[src/rtl/multi_pulse_counter_if.sv]
// Host-side bundle for multi_pulse_counter: per-channel pulse inputs and controls,
// live/snapshot counts and status. Parameters must match the attached counter.
interface multi_pulse_counter_if #(
    parameter int CH_NUM    = 4,
    parameter int CNT_WIDTH = 8
);
    logic [CH_NUM-1:0]           i_cnt_en;
    logic [CH_NUM-1:0]           i_cnt_in;
    logic [CH_NUM-1:0]           i_cnt_clr;
    logic                        i_snap;
    logic [CH_NUM*CNT_WIDTH-1:0] o_cnt;
    logic [CH_NUM*CNT_WIDTH-1:0] o_snap;
    logic                        o_snap_vld;
    logic [CH_NUM-1:0]           o_ovf;
    logic [CH_NUM-1:0]           o_lvl;

    modport slave (
        input  i_cnt_en, i_cnt_in, i_cnt_clr, i_snap,
        output o_cnt, o_snap, o_snap_vld, o_ovf, o_lvl
    );

    modport master (
        output i_cnt_en, i_cnt_in, i_cnt_clr, i_snap,
        input  o_cnt, o_snap, o_snap_vld, o_ovf, o_lvl
    );
endinterface

[src/rtl/multi_pulse_counter.sv]
// Multi-channel debounced pulse counter: sync -> symmetric debounce -> rising-edge
// count (wrap or saturate, sticky overflow), plus an atomic all-channel snapshot.
module multi_pulse_counter #(
    parameter int CH_NUM     = 4,
    parameter int CNT_WIDTH  = 8,
    parameter int DEB_CYCLES = 16,
    parameter int SATURATE   = 0
) (
    input  logic                  i_clk,
    input  logic                  i_rst,
    multi_pulse_counter_if.slave  bus
);

    localparam int                    FILT_W    = $clog2(DEB_CYCLES + 1);
    localparam logic [FILT_W-1:0]     FILT_LAST = FILT_W'(DEB_CYCLES - 1);
    localparam logic [CNT_WIDTH-1:0]  CNT_MAX   = '1;

    logic [CH_NUM-1:0]           sync1_q;
    logic [CH_NUM-1:0]           sync2_q;
    logic [CH_NUM-1:0]           lvl_q;
    logic [CH_NUM-1:0]           lvl_d;
    logic [CH_NUM-1:0]           rise;
    logic [FILT_W-1:0]           filt_q [CH_NUM];
    logic [FILT_W-1:0]           filt_d [CH_NUM];
    logic [CNT_WIDTH-1:0]        cnt_q  [CH_NUM];
    logic [CNT_WIDTH-1:0]        cnt_d  [CH_NUM];
    logic [CH_NUM-1:0]           ovf_q;
    logic [CH_NUM-1:0]           ovf_d;
    logic [CH_NUM*CNT_WIDTH-1:0] cnt_flat;
    logic [CH_NUM*CNT_WIDTH-1:0] snap_q;
    logic                        snap_vld_q;

    // Two-flop synchroniser; the raw inputs are asynchronous to i_clk.
    // NOTE: sequential state always uses non-blocking (<=) so every flop samples pre-edge values.
    always_ff @(posedge i_clk) begin
        if (i_rst) begin
            sync1_q <= '0;
            sync2_q <= '0;
        end else begin
            sync1_q <= bus.i_cnt_in;
            sync2_q <= sync1_q;
        end
    end

    // Debounce: a run of DEB_CYCLES disagreeing samples toggles the level.
    // NOTE: every always_comb output gets a default first, so no path can infer a latch.
    always_comb begin
        for (int k = 0; k < CH_NUM; k++) begin
            filt_d[k] = '0;
            lvl_d[k]  = lvl_q[k];
            rise[k]   = 1'b0;
            if (sync2_q[k] != lvl_q[k]) begin
                if (filt_q[k] == FILT_LAST) begin
                    lvl_d[k] = ~lvl_q[k];
                    rise[k]  = ~lvl_q[k];
                end else begin
                    filt_d[k] = filt_q[k] + 1'b1;
                end
            end
        end
    end

    // Counter next state: clear beats a coincident count event.
    always_comb begin
        for (int k = 0; k < CH_NUM; k++) begin
            cnt_d[k] = cnt_q[k];
            ovf_d[k] = ovf_q[k];
            if (bus.i_cnt_clr[k]) begin
                cnt_d[k] = '0;
                ovf_d[k] = 1'b0;
            end else if (rise[k] && bus.i_cnt_en[k]) begin
                if (cnt_q[k] == CNT_MAX) begin
                    cnt_d[k] = (SATURATE != 0) ? CNT_MAX : '0;
                    ovf_d[k] = 1'b1;
                end else begin
                    cnt_d[k] = cnt_q[k] + 1'b1;
                end
            end
        end
    end

    // NOTE: these per-channel arrays are plain flops, not RAM, so each entry is reset explicitly.
    always_ff @(posedge i_clk) begin
        if (i_rst) begin
            lvl_q <= '0;
            ovf_q <= '0;
            for (int k = 0; k < CH_NUM; k++) begin
                filt_q[k] <= '0;
                cnt_q[k]  <= '0;
            end
        end else begin
            lvl_q <= lvl_d;
            ovf_q <= ovf_d;
            for (int k = 0; k < CH_NUM; k++) begin
                filt_q[k] <= filt_d[k];
                cnt_q[k]  <= cnt_d[k];
            end
        end
    end

    always_comb begin
        cnt_flat = '0;
        for (int k = 0; k < CH_NUM; k++) begin
            cnt_flat[k*CNT_WIDTH +: CNT_WIDTH] = cnt_q[k];
        end
    end

    // Snapshot captures the registered counts, i.e. values before this edge's updates.
    always_ff @(posedge i_clk) begin
        if (i_rst) begin
            snap_q     <= '0;
            snap_vld_q <= 1'b0;
        end else begin
            snap_vld_q <= bus.i_snap;
            if (bus.i_snap) begin
                snap_q <= cnt_flat;
            end
        end
    end

    assign bus.o_cnt      = cnt_flat;
    assign bus.o_snap     = snap_q;
    assign bus.o_snap_vld = snap_vld_q;
    assign bus.o_ovf      = ovf_q;
    assign bus.o_lvl      = lvl_q;

endmodule

[src/flat_wrapper.sv]
// flat-port wrapper written by rule: the top's interface ports become plain ports
module multi_pulse_counter_flat 
#(
    parameter int CH_NUM     = 4,
    parameter int CNT_WIDTH  = 8,
    parameter int DEB_CYCLES = 16,
    parameter int SATURATE   = 0
)
  (i_clk, i_rst, bus_i_cnt_en, bus_i_cnt_in, bus_i_cnt_clr, bus_i_snap, bus_o_cnt, bus_o_snap, bus_o_snap_vld, bus_o_ovf, bus_o_lvl);
  multi_pulse_counter_if #(.CH_NUM(CH_NUM), .CNT_WIDTH(CNT_WIDTH)) bus_i ();
  input  logic i_clk;
  input  logic i_rst;
  input wire logic [$bits(bus_i.i_cnt_en)-1:0] bus_i_cnt_en;
  input wire logic [$bits(bus_i.i_cnt_in)-1:0] bus_i_cnt_in;
  input wire logic [$bits(bus_i.i_cnt_clr)-1:0] bus_i_cnt_clr;
  input wire logic [$bits(bus_i.i_snap)-1:0] bus_i_snap;
  output wire logic [$bits(bus_i.o_cnt)-1:0] bus_o_cnt;
  output wire logic [$bits(bus_i.o_snap)-1:0] bus_o_snap;
  output wire logic [$bits(bus_i.o_snap_vld)-1:0] bus_o_snap_vld;
  output wire logic [$bits(bus_i.o_ovf)-1:0] bus_o_ovf;
  output wire logic [$bits(bus_i.o_lvl)-1:0] bus_o_lvl;
  assign bus_i.i_cnt_en = bus_i_cnt_en;
  assign bus_i.i_cnt_in = bus_i_cnt_in;
  assign bus_i.i_cnt_clr = bus_i_cnt_clr;
  assign bus_i.i_snap = bus_i_snap;
  assign bus_o_cnt = bus_i.o_cnt;
  assign bus_o_snap = bus_i.o_snap;
  assign bus_o_snap_vld = bus_i.o_snap_vld;
  assign bus_o_ovf = bus_i.o_ovf;
  assign bus_o_lvl = bus_i.o_lvl;
  multi_pulse_counter #(.CH_NUM(CH_NUM), .CNT_WIDTH(CNT_WIDTH), .DEB_CYCLES(DEB_CYCLES), .SATURATE(SATURATE)) u_core (.i_clk(i_clk), .i_rst(i_rst), .bus(bus_i));
endmodule
[config.mk]
export PLATFORM = sky130hd
export DESIGN_NAME = multi_pulse_counter_flat
export DESIGN_NICKNAME = d
export VERILOG_FILES = /design/src/rtl/multi_pulse_counter_if.sv /design/src/rtl/multi_pulse_counter.sv /design/src/flat_wrapper.sv
export SDC_FILE = /design/constraint.sdc
export NUM_CORES = 1
export LEC_CHECK = 0
export CORE_ASPECT_RATIO = 1.2
export CORE_MARGIN = 10
export CORE_UTILIZATION = 54
export CTS_CLUSTER_DIAMETER = 100
export DETAILED_ROUTE_END_ITERATION = 8
export GPL_ROUTABILITY_DRIVEN = 0
export PLACE_DENSITY = 0.85
export SLEW_MARGIN = 15
export SYNTH_ARGS = -nofsm -noshare
export SYNTH_HDL_FRONTEND = slang
export SYNTH_SLANG_ARGS = --single-unit
[constraint.sdc]
create_clock -name i_clk -period 3.6 [get_ports i_clk]
set_input_delay 0.72 -clock i_clk [delete_from_list [all_inputs] [get_ports i_clk]]
set_output_delay 0.72 -clock i_clk [all_outputs]
set_load 0.02 [all_outputs]
After elaboration in Yosys (flattened, before gate mapping). Memory sizes are Yosys's and may differ from the RTL's. Index checks and enable logic that the tools add are counted.

Register bits: 49. Memory bits (writable): 52. Bits of input ports: 15. Output and inout port bits: 73. Logic and storage cells: 101. Memories: 2.

$add $sub $neg: 8. Eq/ne operators: 12. Multiplexer cells: 39. Bitwise operators: 12. Reductions and logical operators: 16.

Memory list: u_core.cnt_q (depth 4, width 8, rd ports 4, clocked after Yosys merged registers in 0, wr ports 4, line multi_pulse_counter.sv:25) `logic [CNT_WIDTH-1:0] cnt_q [CH_NUM];`; u_core.filt_q (depth 4, width 5, rd ports 4, clocked after Yosys merged registers in 0, wr ports 4, line multi_pulse_counter.sv:23) `logic [FILT_W-1:0] filt_q [CH_NUM];`.

Operators with widths (count): $mux W8 (16); $mux W5 (12); $add A8 B1 Y8 const B (4); $eq A8 B8 Y1 const B (4); $add A5 B1 Y5 const B (4); $eq A5 B4 Y1 const B (4); $reduce_and A2 Y1 (8); $mux W1 (11); $or A1 B1 Y1 (8); $reduce_or A2 Y1 (4); $logic_and A1 B1 Y1 (4); $ne A1 B1 Y1 (4); $not A1 Y1 (4).

Depth between registers and ports, before layout.
Depth in word-level cells: 7. Depth in mapped cells: 8.

Least setup slack after synthesis. OpenSTA, ideal clock, no wires.

Path type: reg-to-reg. Start point: memory u_core.filt_q[2][0] (netlist bit). End point: memory u_core.cnt_q[2][3]. Library setup time: 0.064 ns. Arrival: 1.747 ns. Data required time: 3.536 ns. Path slack: 1.789 ns. Stages on the path, launching flop included: 9. Period minus slack after synthesis: 1.811 ns. Cell sequence: dfxtp_1 ha_1 and3_1 ha_1 and4b_1 buf_4 and3_1 a31o_2 nor2_1.

RTL lines (line): start, declared (multi_pulse_counter.sv:23); end, declared (multi_pulse_counter.sv:25).

==> flow_summary.toml <==
[logic_synthesis]
async_flop_share_pct = 0
synthesis.yosys.warnings = 0
synth_largest_area_cell = "sky130_fd_sc_hd__dfxtp_1"
syn_area_um2 = 3950
yosysSeqAreaShare_pct = 51.3
syn-mean-instance-area_um2 = 9.86
yosys_most_used_dff = "sky130_fd_sc_hd__dfxtp_1"
postSynthCellCount = 400
synth_top_cell_area_share_pct = 51.3
mappedNetlistNets = 427
yosys.cell_count.top_type = "sky130_fd_sc_hd__dfxtp_1"
number_of_enable_type_register_cells_in_the_synthesized_netlist = 0
synth_seq_cells = 101
synth_top_cells_by_area = "sky130_fd_sc_hd__dfxtp_1, sky130_fd_sc_hd__mux2i_1, sky130_fd_sc_hd__nor2_1"
synth.distinct_cells = 32
synth_commonest_cells = "sky130_fd_sc_hd__dfxtp_1, sky130_fd_sc_hd__nor2_1, sky130_fd_sc_hd__mux2i_1, sky130_fd_sc_hd__xor2_1, sky130_fd_sc_hd__nand2_1"

[worst_setup_path]
critical_path_sink_type = "output port"
arrival_time_of_the_worst_setup_path_ns = 1.53
crit_family = "buffers and inverters"
worst_setup_path_start_kind = "flop"
worst-path-buf-inv = 1
crit_path_top_delay_cell = "sky130_fd_sc_hd__clkdlybuf4s50_1"
cp_cell_sequence = "clkdlybuf4s50_1"
critical_path.max_fanout = 6
critPathRequiredTime_ns = 2.88
criticalPathCategory = "flop to output port"
worst_path_largest_cell_delay_ns = 0.68

[floorplan]
die_area_um2 = 11100
die_height_um = 114
die_w_um = 98.0
io_pins = 88
placementRows = 34
coreArea_um2 = 7190
initial_core_utilization_pct = 54.9

[drt]
antenna_violating_nets_remaining = 0
drt-vias-per-instance = 5.28
drt_first_pass_iters = 6
finalWirelength_mm = 8.46
drt_first_iter_violations = 79
drcViolationCount = 0
drt-wirelength-per-cell_um = 14.7
route.vias.total = 3034

[clock_network]
cts.htree.levels = 3
clk_root_buffer_cell = "sky130_fd_sc_hd__clkbuf_8"
worstSkewPairLatency_ns = 0.35
numCtsBuffers = 9
numClockSinks = 101
max-clock-path-buffers = 2
cts_repair_resize_count = 0
post_cts_buffers = 0
clk_pin_slew_worst_setup_hold_paths_ns = 0.09
hold_buffers = 0
tritoncts = "done"

[timing]
slew_violations = 0
finalCritPeriodShare_pct = 62.6
worst_clock_skew_ns = 0.0124
grt_setup_unrepaired = "no"
hold_violations = 0
fmax_mhz = 444
fin_setup_tns_ns = 0
timing.final.setup_violations = 0
timing.final.crit_period_ns = 2.25
final.setup.worst_slack_ns = 1.35
worstMarginPinSlew_ns = 0.993
worst_slew_margin_rel_pct = 33.8

[worst_hold_path]
hold_class = "flop to flop"

[power]
power_density_nw_per_um2 = 390
power_leakage_uw = 0.00194
ir_drop_uv = 337

[grt]
wire_length_of_the_first_global_routing_pass_mm = 14.5
grt_max_degree = 37
leftover_overflow_at_the_end_of_global_routing = 0
vias_in_the_first_global_route = 3101
globalRouteMet2Util_pct = 26.7
antenna_found_initial = 0
grt.total_usage_pct = 15.2
use_met1_pct = 16.0
globalRouteMet3Util_pct = 6.11
global_route.peak_usage_layer = "met2"

[placed_design]
dp.final_hpwl_mm = 6.25
placed_cell_area_um2 = 4830
dpl.cell_count = 560
dp_slack_ns = 1.30
port_buffer_cells = 87

[finish]
final_nets = 508
area_growth_pct = 28.0
finalNonFillerCells = 575
antenna_cells = 0
num-fill-cells = 565
share_of_cells_above_drive_strength_1_pct = 5.36
final_area_um2 = 5050
post-route-util_pct = 70.2

[status]
status = "finished clean"

[run]
max_cap_violations = 0
## cell usage in the layout, fill, tap and decap left out, drive strengths merged
cell type,synthesis,routed
a21oi,1,1
a31o,2,2
a31oi,6,6
and2,3,3
and3,13,13
and4,1,1
and4b,4,4
buf,8,3
bufinv,0,2
clkbuf,10,10
clkdlybuf4s50,0,85
clkinvlp,0,2
dfxtp,101,101
ha,12,12
inv,8,9
mux2i,41,41
nand2,17,17
nand2b,1,1
nand3,9,9
nand3b,3,3
nand4,13,13
nor2,85,85
nor2b,9,9
nor3,3,3
o21a,1,1
o21ai,2,2
o21ba,1,1
or2,4,4
or3,8,8
xnor2,11,11
xor2,23,23
## layout make-up
class,count,area (µm²),share of cell area (%)
timing repair buffer,88,868,17.2
multi-input combinational,273,1790,35.5
sequential,101,2020,40.0
clock inverter,5,83.8,1.66
clock buffer,10,138,2.73
inverter,8,30.0,0.595
tap,90,113,2.23
## cell families after synthesis
| logic type | synth area share [%] |
|---|---|
| compound gates | 2.22 |
| xor+xnor | 7.55 |
| fa+ha+maj | 3.81 |
| buf+inv | 3.27 |
| flops | 51.3 |
| mux | 10.4 |
| simple gates | 21.5 |
## metrics by stage
stage | hold slack [ns] | power (µW)
after floorplan | 0.414 | 1190
after global placement | 0.426 | 1210
after detailed placement | 0.426 | 1210
after CTS | 0.447 | 1980
after global routing | 0.468 | 2030
final | 0.444 | 1970
## sequential cells by signal, summed over array words and instances (netlist names)
name,count
u_core.bus.o_snap,32
u_core.bus.o_snap_vld,1
u_core.sync2_q,4
u_core.filt_q,20
u_core.bus.o_ovf,4
u_core.cnt_q,32
u_core.sync1_q,4
u_core.bus.o_lvl,4
## power breakdown
part,switching [µW],total (µW),internal (µW)
Combinational,31.4,60.7,29.3
Clock,372,782,409
Sequential,3.11,1130,1120
Total,407,1970,1560
## layer usage
metal | routed length (µm) | part of all wire, %
met3 | 827 | 9.8
met5 | 0 | 0
met1 | 3410 | 40
met4 | 118 | 1.4
met2 | 4110 | 49
## final timing paths
path | slack (ns) | cells past startpoint | endpoint | startpoint
hold reg to reg | 0.44 | 1 | u_core.sync2_q[1] | u_core.sync1_q[1]
setup reg to reg | 1.53 | 7 | u_core.cnt_q[3][7] | u_core.filt_q[3][0]
setup / recovery | 1.35 | 1 | bus_o_cnt[2] | u_core.cnt_q[0][2]
hold / removal | 0.44 | 1 | u_core.sync2_q[1] | u_core.sync1_q[1]
Note: power is estimated with default switching activity, not from simulation.
